### src/rtl/mult_seq_signed_if.sv
`default_nettype none
// ============================================================================
// Module      : mult_seq_signed_if
// Description : Request/response bundle for the sequential signed multiplier.
//               master drives start/a_in/b_in and observes busy/done/product;
//               slave is the multiplier side.
//   start    master->slave  1          request, sampled only while idle
//   a_in     master->slave  WIDTH      multiplicand, two's complement
//   b_in     master->slave  WIDTH      multiplier, two's complement
//   busy     slave->master  1          operation in flight
//   done     slave->master  1          one-cycle pulse, product valid
//   product  slave->master  2*WIDTH    signed product, held between completions
// Revision    : 1.0 - initial release
// ============================================================================
interface mult_seq_signed_if #(
    parameter int WIDTH = 10
) ();
    logic                 start;
    logic [WIDTH-1:0]     a_in;
    logic [WIDTH-1:0]     b_in;
    logic                 busy;
    logic                 done;
    logic [2*WIDTH-1:0]   product;

    modport master (
        output start, a_in, b_in,
        input  busy, done, product
    );

    modport slave (
        input  start, a_in, b_in,
        output busy, done, product
    );
endinterface
`default_nettype wire

### src/rtl/mult_seq_signed.sv
`default_nettype none
// ============================================================================
// Module      : mult_seq_signed
// Description : Radix-2 shift-add multiplier for signed two's-complement
//               operands. Operands are reduced to magnitudes at acceptance,
//               the magnitudes are multiplied one bit per clock, and the sign
//               is re-applied in a final cycle. Latency WIDTH+1 cycles.
//   clk     in   system clock, rising edge
//   rst_n   in   asynchronous active-low reset
//   bus     slave modport of mult_seq_signed_if (start/a_in/b_in in,
//           busy/done/product out)
// Revision    : 1.0 - initial release
// ============================================================================
module mult_seq_signed #(
    parameter int WIDTH = 10
) (
    input  wire logic           clk,
    input  wire logic           rst_n,
    mult_seq_signed_if.slave    bus
);

    localparam int              CNT_W       = (WIDTH > 1) ? $clog2(WIDTH) : 1;
    localparam logic [CNT_W-1:0] c_CNT_LAST = CNT_W'(WIDTH - 1);
    localparam logic [WIDTH-1:0] c_ONE_W    = WIDTH'(1);
    localparam logic [2*WIDTH-1:0] c_ONE_P  = (2*WIDTH)'(1);

    localparam logic [1:0] c_ST_IDLE = 2'd0;
    localparam logic [1:0] c_ST_RUN  = 2'd1;
    localparam logic [1:0] c_ST_SIGN = 2'd2;

    logic [1:0]           r_state;
    logic [WIDTH-1:0]     r_mag_a;
    logic [WIDTH-1:0]     r_mag_b;
    logic                 r_neg;
    logic [2*WIDTH:0]     r_acc;
    logic [CNT_W-1:0]     r_cnt;
    logic                 r_busy;
    logic                 r_done;
    logic [2*WIDTH-1:0]   r_product;

    logic [WIDTH-1:0]     w_mag_a_in;
    logic [WIDTH-1:0]     w_mag_b_in;
    logic [WIDTH:0]       w_sum;
    logic [WIDTH:0]       w_upper;
    logic [2*WIDTH:0]     w_acc_next;
    logic [2*WIDTH-1:0]   w_signed_prod;

    // Most-negative input negates to itself, which read as unsigned is the
    // correct magnitude 2^(WIDTH-1).
    assign w_mag_a_in = bus.a_in[WIDTH-1] ? (~bus.a_in + c_ONE_W) : bus.a_in;
    assign w_mag_b_in = bus.b_in[WIDTH-1] ? (~bus.b_in + c_ONE_W) : bus.b_in;

    // Partial-product add into the upper WIDTH+1 bits so the carry survives
    // the following right shift.
    assign w_sum      = r_acc[2*WIDTH:WIDTH] + {1'b0, r_mag_a};
    assign w_upper    = r_mag_b[0] ? w_sum : r_acc[2*WIDTH:WIDTH];
    assign w_acc_next = {1'b0, w_upper, r_acc[WIDTH-1:1]};

    assign w_signed_prod = r_neg ? (~r_acc[2*WIDTH-1:0] + c_ONE_P)
                                 : r_acc[2*WIDTH-1:0];

    always_ff @(posedge clk or negedge rst_n) begin
        if (!rst_n) begin
            r_state   <= c_ST_IDLE;
            r_mag_a   <= '0;
            r_mag_b   <= '0;
            r_neg     <= 1'b0;
            r_acc     <= '0;
            r_cnt     <= '0;
            r_busy    <= 1'b0;
            r_done    <= 1'b0;
            r_product <= '0;
        end else begin
            r_done <= 1'b0;
            case (r_state)
                c_ST_IDLE: begin
                    if (bus.start) begin
                        r_mag_a <= w_mag_a_in;
                        r_mag_b <= w_mag_b_in;
                        r_neg   <= bus.a_in[WIDTH-1] ^ bus.b_in[WIDTH-1];
                        r_acc   <= '0;
                        r_cnt   <= '0;
                        r_busy  <= 1'b1;
                        r_state <= c_ST_RUN;
                    end
                end
                c_ST_RUN: begin
                    r_acc   <= w_acc_next;
                    r_mag_b <= r_mag_b >> 1;
                    r_cnt   <= r_cnt + 1'b1;
                    if (r_cnt == c_CNT_LAST) begin
                        r_state <= c_ST_SIGN;
                    end
                end
                c_ST_SIGN: begin
                    r_product <= w_signed_prod;
                    r_done    <= 1'b1;
                    r_busy    <= 1'b0;
                    r_state   <= c_ST_IDLE;
                end
                default: begin
                    r_busy  <= 1'b0;
                    r_state <= c_ST_IDLE;
                end
            endcase
        end
    end

    assign bus.busy    = r_busy;
    assign bus.done    = r_done;
    assign bus.product = r_product;

endmodule
`default_nettype wire

### src/flat_wrapper.sv
// flat-port wrapper written by rule: the top's interface ports become plain ports
module mult_seq_signed_flat 
#(
    parameter int WIDTH = 10
)
  (clk, rst_n, bus_start, bus_a_in, bus_b_in, bus_busy, bus_done, bus_product);
  mult_seq_signed_if #(.WIDTH(WIDTH)) bus_i ();
  input  wire logic clk;
  input  wire logic rst_n;
  input wire logic [$bits(bus_i.start)-1:0] bus_start;
  input wire logic [$bits(bus_i.a_in)-1:0] bus_a_in;
  input wire logic [$bits(bus_i.b_in)-1:0] bus_b_in;
  output wire logic [$bits(bus_i.busy)-1:0] bus_busy;
  output wire logic [$bits(bus_i.done)-1:0] bus_done;
  output wire logic [$bits(bus_i.product)-1:0] bus_product;
  assign bus_i.start = bus_start;
  assign bus_i.a_in = bus_a_in;
  assign bus_i.b_in = bus_b_in;
  assign bus_busy = bus_i.busy;
  assign bus_done = bus_i.done;
  assign bus_product = bus_i.product;
  mult_seq_signed #(.WIDTH(WIDTH)) u_core (.clk(clk), .rst_n(rst_n), .bus(bus_i));
endmodule
### config.mk
export PLATFORM = sky130hd
export DESIGN_NAME = mult_seq_signed_flat
export DESIGN_NICKNAME = d
export VERILOG_FILES = /design/src/rtl/mult_seq_signed_if.sv /design/src/rtl/mult_seq_signed.sv /design/src/flat_wrapper.sv
export SDC_FILE = /design/constraint.sdc
export NUM_CORES = 1
export LEC_CHECK = 0
export CORE_UTILIZATION = 33
export CTS_BUF_LIST = sky130_fd_sc_hd__clkbuf_8
export DETAILED_ROUTE_END_ITERATION = 10
export PLACE_DENSITY = 0.5
export SYNTH_ARGS = -nofsm -noshare
export SYNTH_HDL_FRONTEND = slang
export SYNTH_SLANG_ARGS = --single-unit
### constraint.sdc
create_clock -name clk -period 2.8 [get_ports clk]
set_input_delay 0.28 -clock clk [delete_from_list [all_inputs] [get_ports clk]]
set_output_delay 0.28 -clock clk [all_outputs]
set_load 0.02 [all_outputs]
==> flow_metrics.py <==
metrics = {
    "outcome": {
        "status": "complete, no violations",
    },
    "cells_and_area": {
        "antenna_cells_inserted": 0,
        "fillers": 1162,
        "final_nets": 491,
        "drive_gt1_share_pct": 8.97,
        "syn_to_final_growth_pct": 21.2,
    },
    "worst_hold_path": {
        "worstHoldStart": "u_core.bus.product[7]",
        "hold_depth": 2,
        "hold_path_end": "u_core.bus.product[7]",
        "hp-class": "flip-flop to flip-flop",
    },
    "global_routing": {
        "grt_pass1_wl_um": 14600,
        "grt_usage_pct": 14.8,
        "antenna_found_initial": 0,
        "grt_pass1_vias": 2943,
        "grt_start_max_net_pins": 70,
        "grt_overflow": 0,
    },
    "cts": {
        "clkSinkCount": 69,
        "clk_pin_slew_ns": 0.08,
        "postCtsSetupRepairBufs": 0,
        "cts_root_buffer": "clkbuf_8",
        "cts_resized": 0,
        "numCtsBuffers": 9,
        "clock_latency_ns": 0.34,
        "cts_max_path_buffers": 2,
        "cts_tree": "yes",
        "htreeDepth": 3,
    },
    "critical_path": {
        "arrival_ns": 2.55,
        "critPathMaxFanout": 6,
        "r2r_start": "u_core.r_acc[10]",
        "crit_required_ns": 3.03,
        "path_class": "flip-flop to flip-flop",
        "reg2reg_to": "u_core.r_acc[19]",
        "regToRegSetupSlack_ns": 0.49,
        "ff2ff_path_depth": 7,
        "worst_setup_path_start_kind": "flip-flop",
        "critPathCaptureType": "flip-flop",
    },
    "place": {
        "dp_slack_ns": 0.482,
        "place.detailed.hpwl_um": 6150,
        "routabilityCongestion": 0.870,
        "portBuffers": 44,
    },
    "synthesis": {
        "synth_top_cells_by_count": "69 x dfrtp_1, 59 x nand2_1, 56 x o21ai_0",
        "netlist_instances": 411,
        "yosysSeqAreaShare_pct": 44.3,
        "synth_area_per_cell_um2": 9.49,
        "synth.area.top_cells": "dfrtp_1 44%, o21ai_0 7.2%, nand2_1 5.7%",
        "synthesis.area_mm2": 0.00390,
        "synth_top_area_cell": "dfrtp_1",
        "synth_flop_cell": "dfrtp_1",
        "syn-num-nets": 450,
        "synth-seq-cells": 69,
        "yosysTopAreaCellShare_pct": 44.3,
        "yosysMostFrequentCell": "dfrtp_1",
        "ys_async_sr_fraction_pct": 100,
        "synth_edf_count": 0,
        "yosys_warnings": 0,
        "synth.distinct_cells": 54,
    },
    "sta": {
        "slew_headroom_pct": 46.1,
        "rsz0062_at_grt": "false",
        "finalSetupViolCount": 0,
        "worstMarginPinSlew_ns": 0.809,
        "period_share_pct": 82.6,
        "clock_skew_ns": 0.0113,
        "final_max_slew_viol_count": 0,
        "final-hold-violation-count": 0,
        "max_freq_mhz": 432,
        "final.setup.worst_slack_ns": 0.487,
        "finalSetupTns_ns": 0,
        "layout_min_cycle_time_ns": 2.31,
    },
    "detailed_routing": {
        "via_per_inst": 5.05,
        "wl_per_cell_um": 14.0,
        "drt_pass1_iterations": 4,
        "drt-total-wl_um": 8380,
        "route.antenna.remaining_nets": 0,
        "num_vias": 3030,
        "drtIter0Drc": 170,
        "drc": 0,
    },
    "floorplanning": {
        "rows": 39,
        "core_mm2": 0.0115,
        "fp.dieW_um": 111,
        "dieArea_mm2": 0.0123,
        "ios": 45,
        "fp.dieH_um": 111,
        "start_util_pct": 34.0,
    },
    "run": {
        "maxCapViolations": 0,
    },
    "power": {
        "switching_power_mw": 2.29,
        "pwr-share-comb_pct": 48.2,
        "power_density_mw_per_mm2": 1160,
        "pwr-share-clk_pct": 16.7,
        "power_frac_seq_pct": 35.1,
        "p_leak_nw": 2.03,
        "intPower_mw": 3.20,
        "swShare_pct": 41.8,
        "peakVddDrop_uv": 513,
    },
}
repair_timing:
action,CTS,global route
hold buffers,1,0
endpoints found under the hold margin,69,0
setup endpoints to repair,0,0
layout by cell type, fill, tap and decap left out, types with 3 or more instances in the layout:
cell type / count
a21oi_1: 14
a22o_1: 6
a22oi_1: 4
a32oi_1: 3
buf_4: 6
clkbuf_8: 10
clkdlybuf4s50_1: 43
dfrtp_1: 69
ha_1: 15
inv_1: 12
mux2_2: 3
mux2i_1: 6
nand2_1: 59
nand2b_1: 4
nand3_1: 10
nor2_1: 14
nor2b_1: 7
nor3_1: 3
o21ai_0: 55
o21ai_1: 8
o22ai_1: 7
o31ai_1: 8
o41ai_1: 3
or2_2: 3
or3_1: 5
xnor2_1: 13
xor2_1: 24
cell families (layout without fill, tap and decap cells):
logic type | count (synthesis) | after routing | share of synthesized area (%)
compound gates | 129 | 129 | 21.9
mux | 9 | 9 | 2.41
fa+ha+maj | 16 | 16 | 5.32
xor+xnor | 37 | 37 | 8.31
buf+inv | 34 | 80 | 3.40
flops | 69 | 69 | 44.3
simple gates | 117 | 117 | 14.4
critical path, cell delays in order (launching register included):
cell     delay (ns)
dfrtp_1        0.45
ha_1           0.26
fa_1           0.41
a21oi_1        0.21
o21ai_0        0.15
o31ai_1        0.32
o21ai_0        0.14
a32o_1         0.27
worst max path at each step:
stage,startpoint,to,slack [ns],cells past startpoint
after global placement,u_core.r_acc[10],u_core.r_acc[19],0.57,7
final,u_core.r_acc[10],u_core.r_acc[19],0.49,7
after CTS,u_core.r_acc[10],u_core.r_acc[19],0.47,7
after global routing,u_core.r_acc[10],u_core.r_acc[19],0.33,7
after detailed placement,u_core.r_acc[10],u_core.r_acc[19],0.48,7
after floorplan,u_core.r_acc[10],u_core.r_acc[19],0.75,7
layer usage:
layer  vias up  wire, um  GRT usage [%]
met5         -         0              0
li1       1557         -              -
met1      1393      4350           20.7
met3        11       327           3.06
met4         0       119           5.33
met2        69      3590           22.4
flip-flops by register name, summed over array words and instances (netlist names):
name	count
u_core.bus.product	20
u_core.r_acc	20
u_core.r_mag_a	10
u_core.r_mag_b	10
u_core.r_cnt	4
u_core.r_state	2
u_core.bus.busy	1
u_core.bus.done	1
u_core.r_neg	1
through the flow:
| stage | util, % | power (mW) | hold slack (ns) | instance area [um^2] | instances |
|---|---|---|---|---|---|
| 2_1_floorplan | - | 3.76 | -0.0156 | 3900 | 411 |
| 3_3_place_gp | 39.2 | 4.57 | 0.338 | 4490 | 583 |
| 3_5_place_dp | 39.2 | 4.62 | 0.333 | 4490 | 583 |
| 4_1_cts | 41.2 | 5.55 | 0.488 | 4730 | 600 |
| 5_1_grt | 41.2 | 6.00 | 0.496 | 4730 | 600 |
| 6_report | 41.2 | 5.50 | 0.482 | 4730 | 600 |
layout make-up:
cell class	instances	area, um^2	share of cell area [%]
clock buffer	10	138	2.91
inverter	12	45.0	0.953
multi-input combinational	308	2040	43.2
timing repair buffer	52	510	10.8
tap	143	179	3.79
clock inverter	6	86.3	1.83
sequential	69	1730	36.5
power groups by stage:
stage	Combinational, mW	Sequential (mW)	Clock, mW
2_1_floorplan	1.84	1.92	0
3_3_place_gp	2.64	1.93	0
3_5_place_dp	2.67	1.95	0
4_1_cts	2.68	1.93	0.945
5_1_grt	2.99	2.01	0.993
6_report	2.65	1.93	0.919
(Power assumes the default switching activity.)
